===== src/rtl/checker_scheduler_if.sv =====
// rtl/checker_scheduler_if.sv - start/snapshot request and decision result bundle for checker_scheduler
interface checker_scheduler_if #(
    parameter int DATA_WIDTH  = 32,
    parameter int NUM_CLASSES = 20
);
    logic                              start;
    logic [NUM_CLASSES*DATA_WIDTH-1:0] neural_outputs;
    logic                              busy;
    logic                              done;
    logic [NUM_CLASSES-1:0]            encode;
    logic [4:0]                        class_idx;
    logic                              reject;
    logic                              overrun;

    modport master (
        output start, neural_outputs,
        input  busy, done, encode, class_idx, reject, overrun
    );

    modport slave (
        input  start, neural_outputs,
        output busy, done, encode, class_idx, reject, overrun
    );
endinterface


===== src/rtl/checker_scheduler.sv =====
// rtl/checker_scheduler.sv - serial argmax/threshold class decision over a neuron snapshot
// Optional decision hysteresis: CHECKER_SCHED_HYST_EN
module checker_scheduler #(
    parameter int                    DATA_WIDTH  = 32,
    parameter int                    NUM_CLASSES = 20,
    parameter logic [DATA_WIDTH-1:0] THRESHOLD   = 32'h0000_8000
) (
    input  logic               clk,
    input  logic               rst_n,
    checker_scheduler_if.slave sched_if
);
    typedef enum logic [1:0] {S_IDLE, S_CAPTURE, S_SCAN, S_DECIDE} state_t;

    localparam logic [4:0]             LAST_IDX = 5'(NUM_CLASSES - 1);
    localparam logic [4:0]             NO_CLASS = 5'h1F;
    localparam logic [NUM_CLASSES-1:0] ONE_HOT0 = NUM_CLASSES'(1);

    state_t                            state_q, state_d;
    logic [NUM_CLASSES*DATA_WIDTH-1:0] snap_q;
    logic [DATA_WIDTH-1:0]             best_val_q;
    logic [4:0]                        best_idx_q;
    logic [4:0]                        idx_q;
    logic                              busy_q;
    logic                              done_q;
    logic [NUM_CLASSES-1:0]            encode_q;
    logic [4:0]                        class_idx_q;
    logic                              reject_q;
    logic                              overrun_q;

    logic [DATA_WIDTH-1:0]             scan_val;
    logic                              dec_reject;
    logic [4:0]                        dec_idx;
    logic [NUM_CLASSES-1:0]            dec_encode;
    logic                              commit;

`ifdef CHECKER_SCHED_HYST_EN
    logic [4:0]                        raw_q;
`endif

    always_ff @(posedge clk) begin
        if (!rst_n) state_q <= S_IDLE;
        else        state_q <= state_d;
    end

    always_comb begin
        state_d = state_q;
        case (state_q)
            S_IDLE:    if (sched_if.start) state_d = S_CAPTURE;
            S_CAPTURE: state_d = S_SCAN;
            S_SCAN:    if (idx_q == LAST_IDX) state_d = S_DECIDE;
            S_DECIDE:  state_d = S_IDLE;
            default:   state_d = S_IDLE;
        endcase
    end

    always_comb begin
        scan_val   = snap_q[int'(idx_q)*DATA_WIDTH +: DATA_WIDTH];
        dec_reject = (best_val_q < THRESHOLD);
        dec_idx    = dec_reject ? NO_CLASS : best_idx_q;
        dec_encode = dec_reject ? '0 : (ONE_HOT0 << best_idx_q);
`ifdef CHECKER_SCHED_HYST_EN
        // Only a result seen twice in a row reaches the consumers.
        commit     = (dec_idx == raw_q);
`else
        commit     = 1'b1;
`endif
    end

    always_ff @(posedge clk) begin
        if (!rst_n) begin
            snap_q      <= '0;
            best_val_q  <= '0;
            best_idx_q  <= '0;
            idx_q       <= '0;
            busy_q      <= 1'b0;
            done_q      <= 1'b0;
            encode_q    <= '0;
            class_idx_q <= NO_CLASS;
            reject_q    <= 1'b0;
            overrun_q   <= 1'b0;
`ifdef CHECKER_SCHED_HYST_EN
            raw_q       <= 5'h1E;
`endif
        end else begin
            busy_q <= (state_d != S_IDLE);
            done_q <= 1'b0;
            if (sched_if.start && (state_q != S_IDLE)) overrun_q <= 1'b1;
            case (state_q)
                S_CAPTURE: begin
                    snap_q     <= sched_if.neural_outputs;
                    best_val_q <= sched_if.neural_outputs[DATA_WIDTH-1:0];
                    best_idx_q <= '0;
                    idx_q      <= 5'd1;
                end
                S_SCAN: begin
                    // Strict compare keeps the lowest index on ties.
                    if (scan_val > best_val_q) begin
                        best_val_q <= scan_val;
                        best_idx_q <= idx_q;
                    end
                    idx_q <= idx_q + 5'd1;
                end
                S_DECIDE: begin
                    done_q <= 1'b1;
                    if (commit) begin
                        encode_q    <= dec_encode;
                        class_idx_q <= dec_idx;
                        reject_q    <= dec_reject;
                    end
`ifdef CHECKER_SCHED_HYST_EN
                    raw_q <= dec_idx;
`endif
                end
                default: ;
            endcase
        end
    end

    assign sched_if.busy      = busy_q;
    assign sched_if.done      = done_q;
    assign sched_if.encode    = encode_q;
    assign sched_if.class_idx = class_idx_q;
    assign sched_if.reject    = reject_q;
    assign sched_if.overrun   = overrun_q;
endmodule


===== src/flat_wrapper.sv =====
// flat-port wrapper written by rule: the top's interface ports become plain ports
module checker_scheduler_flat 
#(
    parameter int                    DATA_WIDTH  = 32,
    parameter int                    NUM_CLASSES = 20,
    parameter logic [DATA_WIDTH-1:0] THRESHOLD   = 32'h0000_8000
)
  (clk, rst_n, sched_if_start, sched_if_neural_outputs, sched_if_busy, sched_if_done, sched_if_encode, sched_if_class_idx, sched_if_reject, sched_if_overrun);
  checker_scheduler_if #(.DATA_WIDTH(DATA_WIDTH), .NUM_CLASSES(NUM_CLASSES)) sched_if_i ();
  input  logic clk;
  input  logic rst_n;
  input wire logic [$bits(sched_if_i.start)-1:0] sched_if_start;
  input wire logic [$bits(sched_if_i.neural_outputs)-1:0] sched_if_neural_outputs;
  output wire logic [$bits(sched_if_i.busy)-1:0] sched_if_busy;
  output wire logic [$bits(sched_if_i.done)-1:0] sched_if_done;
  output wire logic [$bits(sched_if_i.encode)-1:0] sched_if_encode;
  output wire logic [$bits(sched_if_i.class_idx)-1:0] sched_if_class_idx;
  output wire logic [$bits(sched_if_i.reject)-1:0] sched_if_reject;
  output wire logic [$bits(sched_if_i.overrun)-1:0] sched_if_overrun;
  assign sched_if_i.start = sched_if_start;
  assign sched_if_i.neural_outputs = sched_if_neural_outputs;
  assign sched_if_busy = sched_if_i.busy;
  assign sched_if_done = sched_if_i.done;
  assign sched_if_encode = sched_if_i.encode;
  assign sched_if_class_idx = sched_if_i.class_idx;
  assign sched_if_reject = sched_if_i.reject;
  assign sched_if_overrun = sched_if_i.overrun;
  checker_scheduler #(.DATA_WIDTH(DATA_WIDTH), .NUM_CLASSES(NUM_CLASSES), .THRESHOLD(THRESHOLD)) u_core (.clk(clk), .rst_n(rst_n), .sched_if(sched_if_i));
endmodule

===== config.mk =====
export PLATFORM = sky130hd
export DESIGN_NAME = checker_scheduler_flat
export DESIGN_NICKNAME = d
export VERILOG_FILES = /design/src/rtl/checker_scheduler_if.sv /design/src/rtl/checker_scheduler.sv /design/src/flat_wrapper.sv
export SDC_FILE = /design/constraint.sdc
export NUM_CORES = 2
export LEC_CHECK = 0
export BUFFER_PORTS_ARGS = -buffer_cell sky130_fd_sc_hd__buf_4
export CAP_MARGIN = 20
export CORE_AREA = 2 2 262 264
export DETAILED_ROUTE_END_ITERATION = 16
export DIE_AREA = 0 0 264 266
export HOLD_SLACK_MARGIN = 0.03
export PLACE_DENSITY = 0.7
export SLEW_MARGIN = 40
export SYNTH_ARGS = -nofsm -noshare
export SYNTH_HDL_FRONTEND = slang
export SYNTH_SLANG_ARGS = --single-unit

===== constraint.sdc =====
create_clock -name clk -period 6.2 [get_ports clk]
set_input_delay 0.31 -clock clk [delete_from_list [all_inputs] [get_ports clk]]
set_output_delay 0.31 -clock clk [all_outputs]
set_load 0.1 [all_outputs]

Word-level counts from Yosys, hierarchy flattened
Cells that the tools add are included.
{"block": "classes", "n_eq_ne": 5, "addsub": 1, "div_mod_pow": 0, "n_bitwise": 0, "shifts": 2, "multipliers": 0, "order_cmp": 2, "n_reduce_logical": 6, "mux": 11}
{"operator": "$shiftx 640x11->32", "n": 1}
{"operator": "$pmux 32 s2", "n": 1}
{"operator": "$gt 32x32->1", "n": 1}
{"operator": "$lt 32x16->1 const B", "n": 1}
{"operator": "$mux 32", "n": 1}
{"operator": "$mux 20", "n": 1}
{"operator": "$pmux 5 s2", "n": 2}
{"operator": "$shl 1x5->20 const A", "n": 1}
{"operator": "$mux 5", "n": 2}
{"operator": "$pmux 2 s4", "n": 1}
{"operator": "$reduce_bool 2->1", "n": 3}
{"operator": "$add 5x1->5 const B", "n": 1}
{"operator": "$eq 5x5->1 const B", "n": 1}
{"operator": "$eq 2x2->1 const B", "n": 2}
{"operator": "$mux 2", "n": 2}
{"operator": "$eq 2x1->1 const B", "n": 1}
{"operator": "$logic_not 2->1", "n": 1}
{"operator": "$ne 2x1->1 const B", "n": 1}
{"operator": "$reduce_and 2->1", "n": 1}
{"operator": "$logic_and 1x1->1", "n": 1}
{"operator": "$mux 1", "n": 1}
{"block": "word_totals", "romBits": 0, "ram_bits": 0, "elab_cells": 38, "n_memories": 0, "latch_bits": 0, "ff_bits": 713}

Longest topological paths before layout
{"block": "logic_depth", "word_depth": 4, "depth_mapped": 17}

Worst setup path after synthesis
OpenSTA, ideal clock, no wires.
{"block": "synth_path", "kind": "flip-flop to flip-flop", "startpoint": "reg u_core.idx_q[0]", "endpoint": "reg u_core.best_val_q[10]", "stages_incl_launch_ff": 17, "arrival_time_ps": 3397, "setup_ps": 120, "t_required_ps": 6080, "slack_ps": 2684, "path_cell_list": "dfxtp_1 buf_4 buf_6 buf_6 mux4_2 mux2_2 nand2_1 o311ai_1 ha_1 nand4_1 nor4_2 a2111oi_1 a311oi_1 nor3b_1 buf_2 buf_6 mux2i_1"}
{"block": "synth_between", "elab_chain_len": 4}
{"element": "start: declaration", "line": "checker_scheduler.sv:22", "source": "logic [4:0] idx_q;"}
{"element": "start signal: assignment", "line": "checker_scheduler.sv:101", "source": "idx_q <= idx_q + 5'd1;"}
{"element": "$shiftx 640x11->32 *", "line": "checker_scheduler.sv:57", "source": "scan_val = snap_q[int'(idx_q)*DATA_WIDTH +: DATA_WIDTH];"}
{"element": "$gt 32x32->1", "line": "checker_scheduler.sv:97", "source": "if (scan_val > best_val_q) begin"}
{"element": "$ne 2x1->1 (no line)"}
{"element": "$reduce_and 2->1 (no line)"}
{"element": "end signal: assignment", "line": "checker_scheduler.sv:91", "source": "best_val_q <= sched_if.neural_outputs[DATA_WIDTH-1:0];"}
{"element": "end signal: assignment", "line": "checker_scheduler.sv:98", "source": "best_val_q <= scan_val;"}
{"element": "end: declaration", "line": "checker_scheduler.sv:20", "source": "logic [DATA_WIDTH-1:0] best_val_q;"}
Every way passes the cells marked *; elsewhere a longest branch is shown, timed or not. The select of a mux whose other input is x is not followed.
A chain may end at the register's enable or synchronous reset.

Final worst setup path
{"block": "layout_path", "startpoint": "reg u_core.idx_q[0]", "endpoint": "reg u_core.best_val_q[1]"}
The elaborated chain is that of the path after synthesis.

==> run_results.csv <==
group,metric,value,unit
final_layout,syn_to_final_growth,47.3,%
global_route,grt_max_degree,176,
clock_tree,postCtsSetupRepairBufs,0,
clock_tree,htree_levels,3,
placement,post-dp-hpwl,81800,um
synth,ys_seq_area_share,45.4,%
floorplan,die_y,266,um
synth,postSynthAreaPerCell,10.1,um2
placement,port_buffers,671,
timing,finalSetupViolations,0,
synth,synthSimpleGateAreaFrac,12.6,%
timing,fmax,0.207,GHz
global_route,grtUsageTotal,34.2,%
timing,final_max_slew_viol_count,0,
synth,synth-edff-count,0,
timing,hold_viol_final,0,
routing,wirelength,125000,um
power,powerDensity,284,mW/mm2
timing,grt_setup_unrepaired,"false",
clock_tree,clock_latency,0.63,ns
clock_tree,tritoncts,"built",
setup_path,reg2reg_depth,14,
synth,ys_top_cells_by_count,"mux2i_1, nor2_1, dfxtp_1",
routing,drtPass1Iterations,5,
floorplan,start_util,46.4,%
routing,wire_per_inst,23.7,um
synth,yosysMostFrequentCell,"mux2i_1",
min_path,worstHoldStart,"rst_n",
clock_tree,clk_path_buf_depth,3,
synth,synth_seq_cells,713,
floorplan,boundaryPins,672,
synth,synth.area.mux_share,32.6,%
synth,syn_area,0.0315,mm2
synth,syn-num-nets,3800,
global_route,gr-total-overflow,0,
final_layout,fin_area,0.0463,mm2
setup_path,endpoint_kind,"flip-flop",
flow_run,max_cap_violations,0,
placement,dp.cells,4470,
placement,postPlaceCellArea,0.0371,mm2
routing,avgViaCountPerCell,5.51,
routing,via_count,29200,
timing,period_share,78.0,%
setup_path,cp-endpoint,"u_core.best_val_q[1]",
setup_path,cp-start-kind,"flip-flop",
synth,synth_cell_type_count,49,
clock_tree,cts_hold_buf,641,
timing,slew-limit-headroom,41.5,%
final_layout,num-nets-final,4991,
synth,yosysWarnings,0,
synth,synthXorXnorAreaFrac,0.0835,%
setup_path,r2r_setup_slack,1.36,ns
clock_tree,cts_buffers,79,
synth,ys.flop_type,"dfxtp_1",
placement,gp_congestion,0.903,
min_path,worst_hold_path_type,"in2reg",
global_route,antenna_found_initial,40,
global_route,grt_pass1_vias,29900,
timing,fin_hold_ws,0.230,ns
setup_path,crit_path_max_fanout,32,
setup_path,critPathRequiredTime,6.75,ns
timing,tightest_slew,0.878,ns
setup_path,regToRegEndpoint,"u_core.best_val_q[1]",
timing,final.min_clock_period,4.84,ns
synth,async_reset_ff_share,0,%
setup_path,cp.arrival,5.38,ns
floorplan,core_area,0.0677,mm2
synth,synthTopCellsByArea,"dfxtp_1, mux2i_1, nor2_1",
floorplan,row_count,96,
synth,syn_inst,3120,
setup_path,critPathKind,"reg2reg",
routing,ant_nets,0,
synth,yosys.area.top_type,"dfxtp_1",
setup_path,regToRegStartpoint,"u_core.idx_q[0]",
clock_tree,ctsResizeCount,0,
clock_tree,clk_pin_slew_worst_paths,0.06,ns
power,p_leak,18.7,nW
run_status,status,"finished, final reports clean",
synth,synthAdderAreaFrac,1.47,%
timing,skew,0.0212,ns
floorplan,die_w,264,um
clock_tree,root_buffer,"clkbuf_16",
power,ir_drop,0.247,mV
final_layout,layout-drive-gt1-share,22.4,%
routing,drc,0,
synth,synth_compound_area_share,4.24,%
clock_tree,clock_sinks,713,
setup_path,critPathLaunch,"u_core.idx_q[0]",
final_layout,stdcell_count,5298,
synth,synth_top_family_by_area,"multiplexers",
global_route,grt_pass1_wl,184000,um
synth,synth_top_cell_area_share,45.4,%
final_layout,nFillCells,4867,
floorplan,die-area,0.0702,mm2
timing,finalSetupTns,0,ns
routing,drt_iter0_drc,2514,
power by group:
group	internal (mW)	total (mW)	leakage, nW	switching (mW)
sequential	4.99	5.30	5.82	0.312
combinational	1.52	3.02	11.6	1.50
clock	2.83	4.84	1.31	2.00
total	9.34	13.2	18.7	3.81
worst min path at each step:
stage	cells past startpoint	slack (ns)	end
floorplan	2	0.44	u_core.best_val_q[10]
global placement	2	0.43	u_core.sched_if.encode[3]
detailed placement	2	0.44	u_core.sched_if.encode[3]
CTS	3	0.19	u_core.idx_q[0]
global route	3	0.22	u_core.best_val_q[24]
finish	3	0.23	u_core.idx_q[0]
flip-flops by register name, indices dropped and copies added, names as in the netlist:
| register | count |
|---|---|
| u_core.snap_q | 640 |
| u_core.sched_if.overrun | 1 |
| u_core.sched_if.busy | 1 |
| u_core.idx_q | 5 |
| u_core.sched_if.done | 1 |
| u_core.sched_if.encode | 20 |
| u_core.best_idx_q | 5 |
| u_core.sched_if.reject | 1 |
| u_core.state_q | 2 |
| u_core.best_val_q | 32 |
| u_core.sched_if.class_idx | 5 |
worst max-delay path, stage by stage, from the launching register on:
cell and delay [ns]:
dfxtp_4 0.65, and2_1 0.69, buf_4 0.35, a22oi_1 0.12
nand2_1 0.22, o311ai_1 0.17, ha_1 0.35, nand4_1 0.19
nor4_1 0.56, and3_1 0.23, a311oi_1 0.05, buf_4 0.19
nor3b_2 0.17, buf_4 0.52, mux2i_1 0.26
metrics by stage:
step / utilization, % / worst slack, ns / total power, mW
after CTS: 68.1 / 1.43 / 13.1
after floorplan: - / 2.68 / 7.02
after global placement: 54.7 / 1.12 / 7.89
final: 68.4 / 1.36 / 13.2
after global routing: 68.3 / 1.07 / 13.6
after detailed placement: 54.8 / 1.42 / 7.92
logic make-up (layout without fill, tap and decap cells):
| family | count (synthesis) | in the layout |
|---|---|---|
| DFF | 713 | 713 |
| and+or+nand+nor | 995 | 995 |
| AOI/OAI and AO/OA | 194 | 194 |
| adders and majority gates | 37 | 37 |
| buffers and inverters | 277 | 1527 |
| other | 0 | 46 |
| muxes | 901 | 901 |
| xor gates and xnor gates | 3 | 3 |
routing by layer:
metal | track usage, % | part of all wire, %
met5 | 0 | 0.025
met1 | 41.2 | 39
met3 | 7.30 | 6.7
met2 | 57.3 | 48
met4 | 18.7 | 6.1
cell usage in the layout, fill, tap and decap left out, types with 6 or more instances in the layout:
| cell type | count |
|---|---|
| a211oi_1 | 32 |
| a21oi_1 | 23 |
| a22o_1 | 6 |
| a22oi_1 | 34 |
| buf_12 | 13 |
| buf_4 | 690 |
| clkbuf_1 | 15 |
| clkbuf_16 | 80 |
| clkbuf_8 | 20 |
| clkinv_2 | 12 |
| dfxtp_1 | 710 |
| diode_2 | 46 |
| dlygate4sd3_1 | 641 |
| ha_1 | 36 |
| inv_1 | 38 |
| mux2_2 | 32 |
| mux2i_1 | 773 |
| mux4_2 | 96 |
| nand2_1 | 191 |
| nand4_1 | 9 |
| nor2_1 | 720 |
| nor2b_1 | 38 |
| o21ai_0 | 19 |
| o21ai_1 | 33 |
| o311ai_1 | 31 |
| or3_1 | 6 |
layout make-up:
class                   count  area [um2]  share of cell area [%]
diodes                     46         115                   0.248
clock buffers             115        2330                    5.04
clock inverters            25         319                   0.689
inverters                  39         159                   0.343
multi-input cells        2130       16100                    34.7
flip-flops and latches    713       14300                    30.8
well taps                 882        1100                    2.38
repair buffers           1348       11900                    25.7
(Power assumes the default switching activity.)
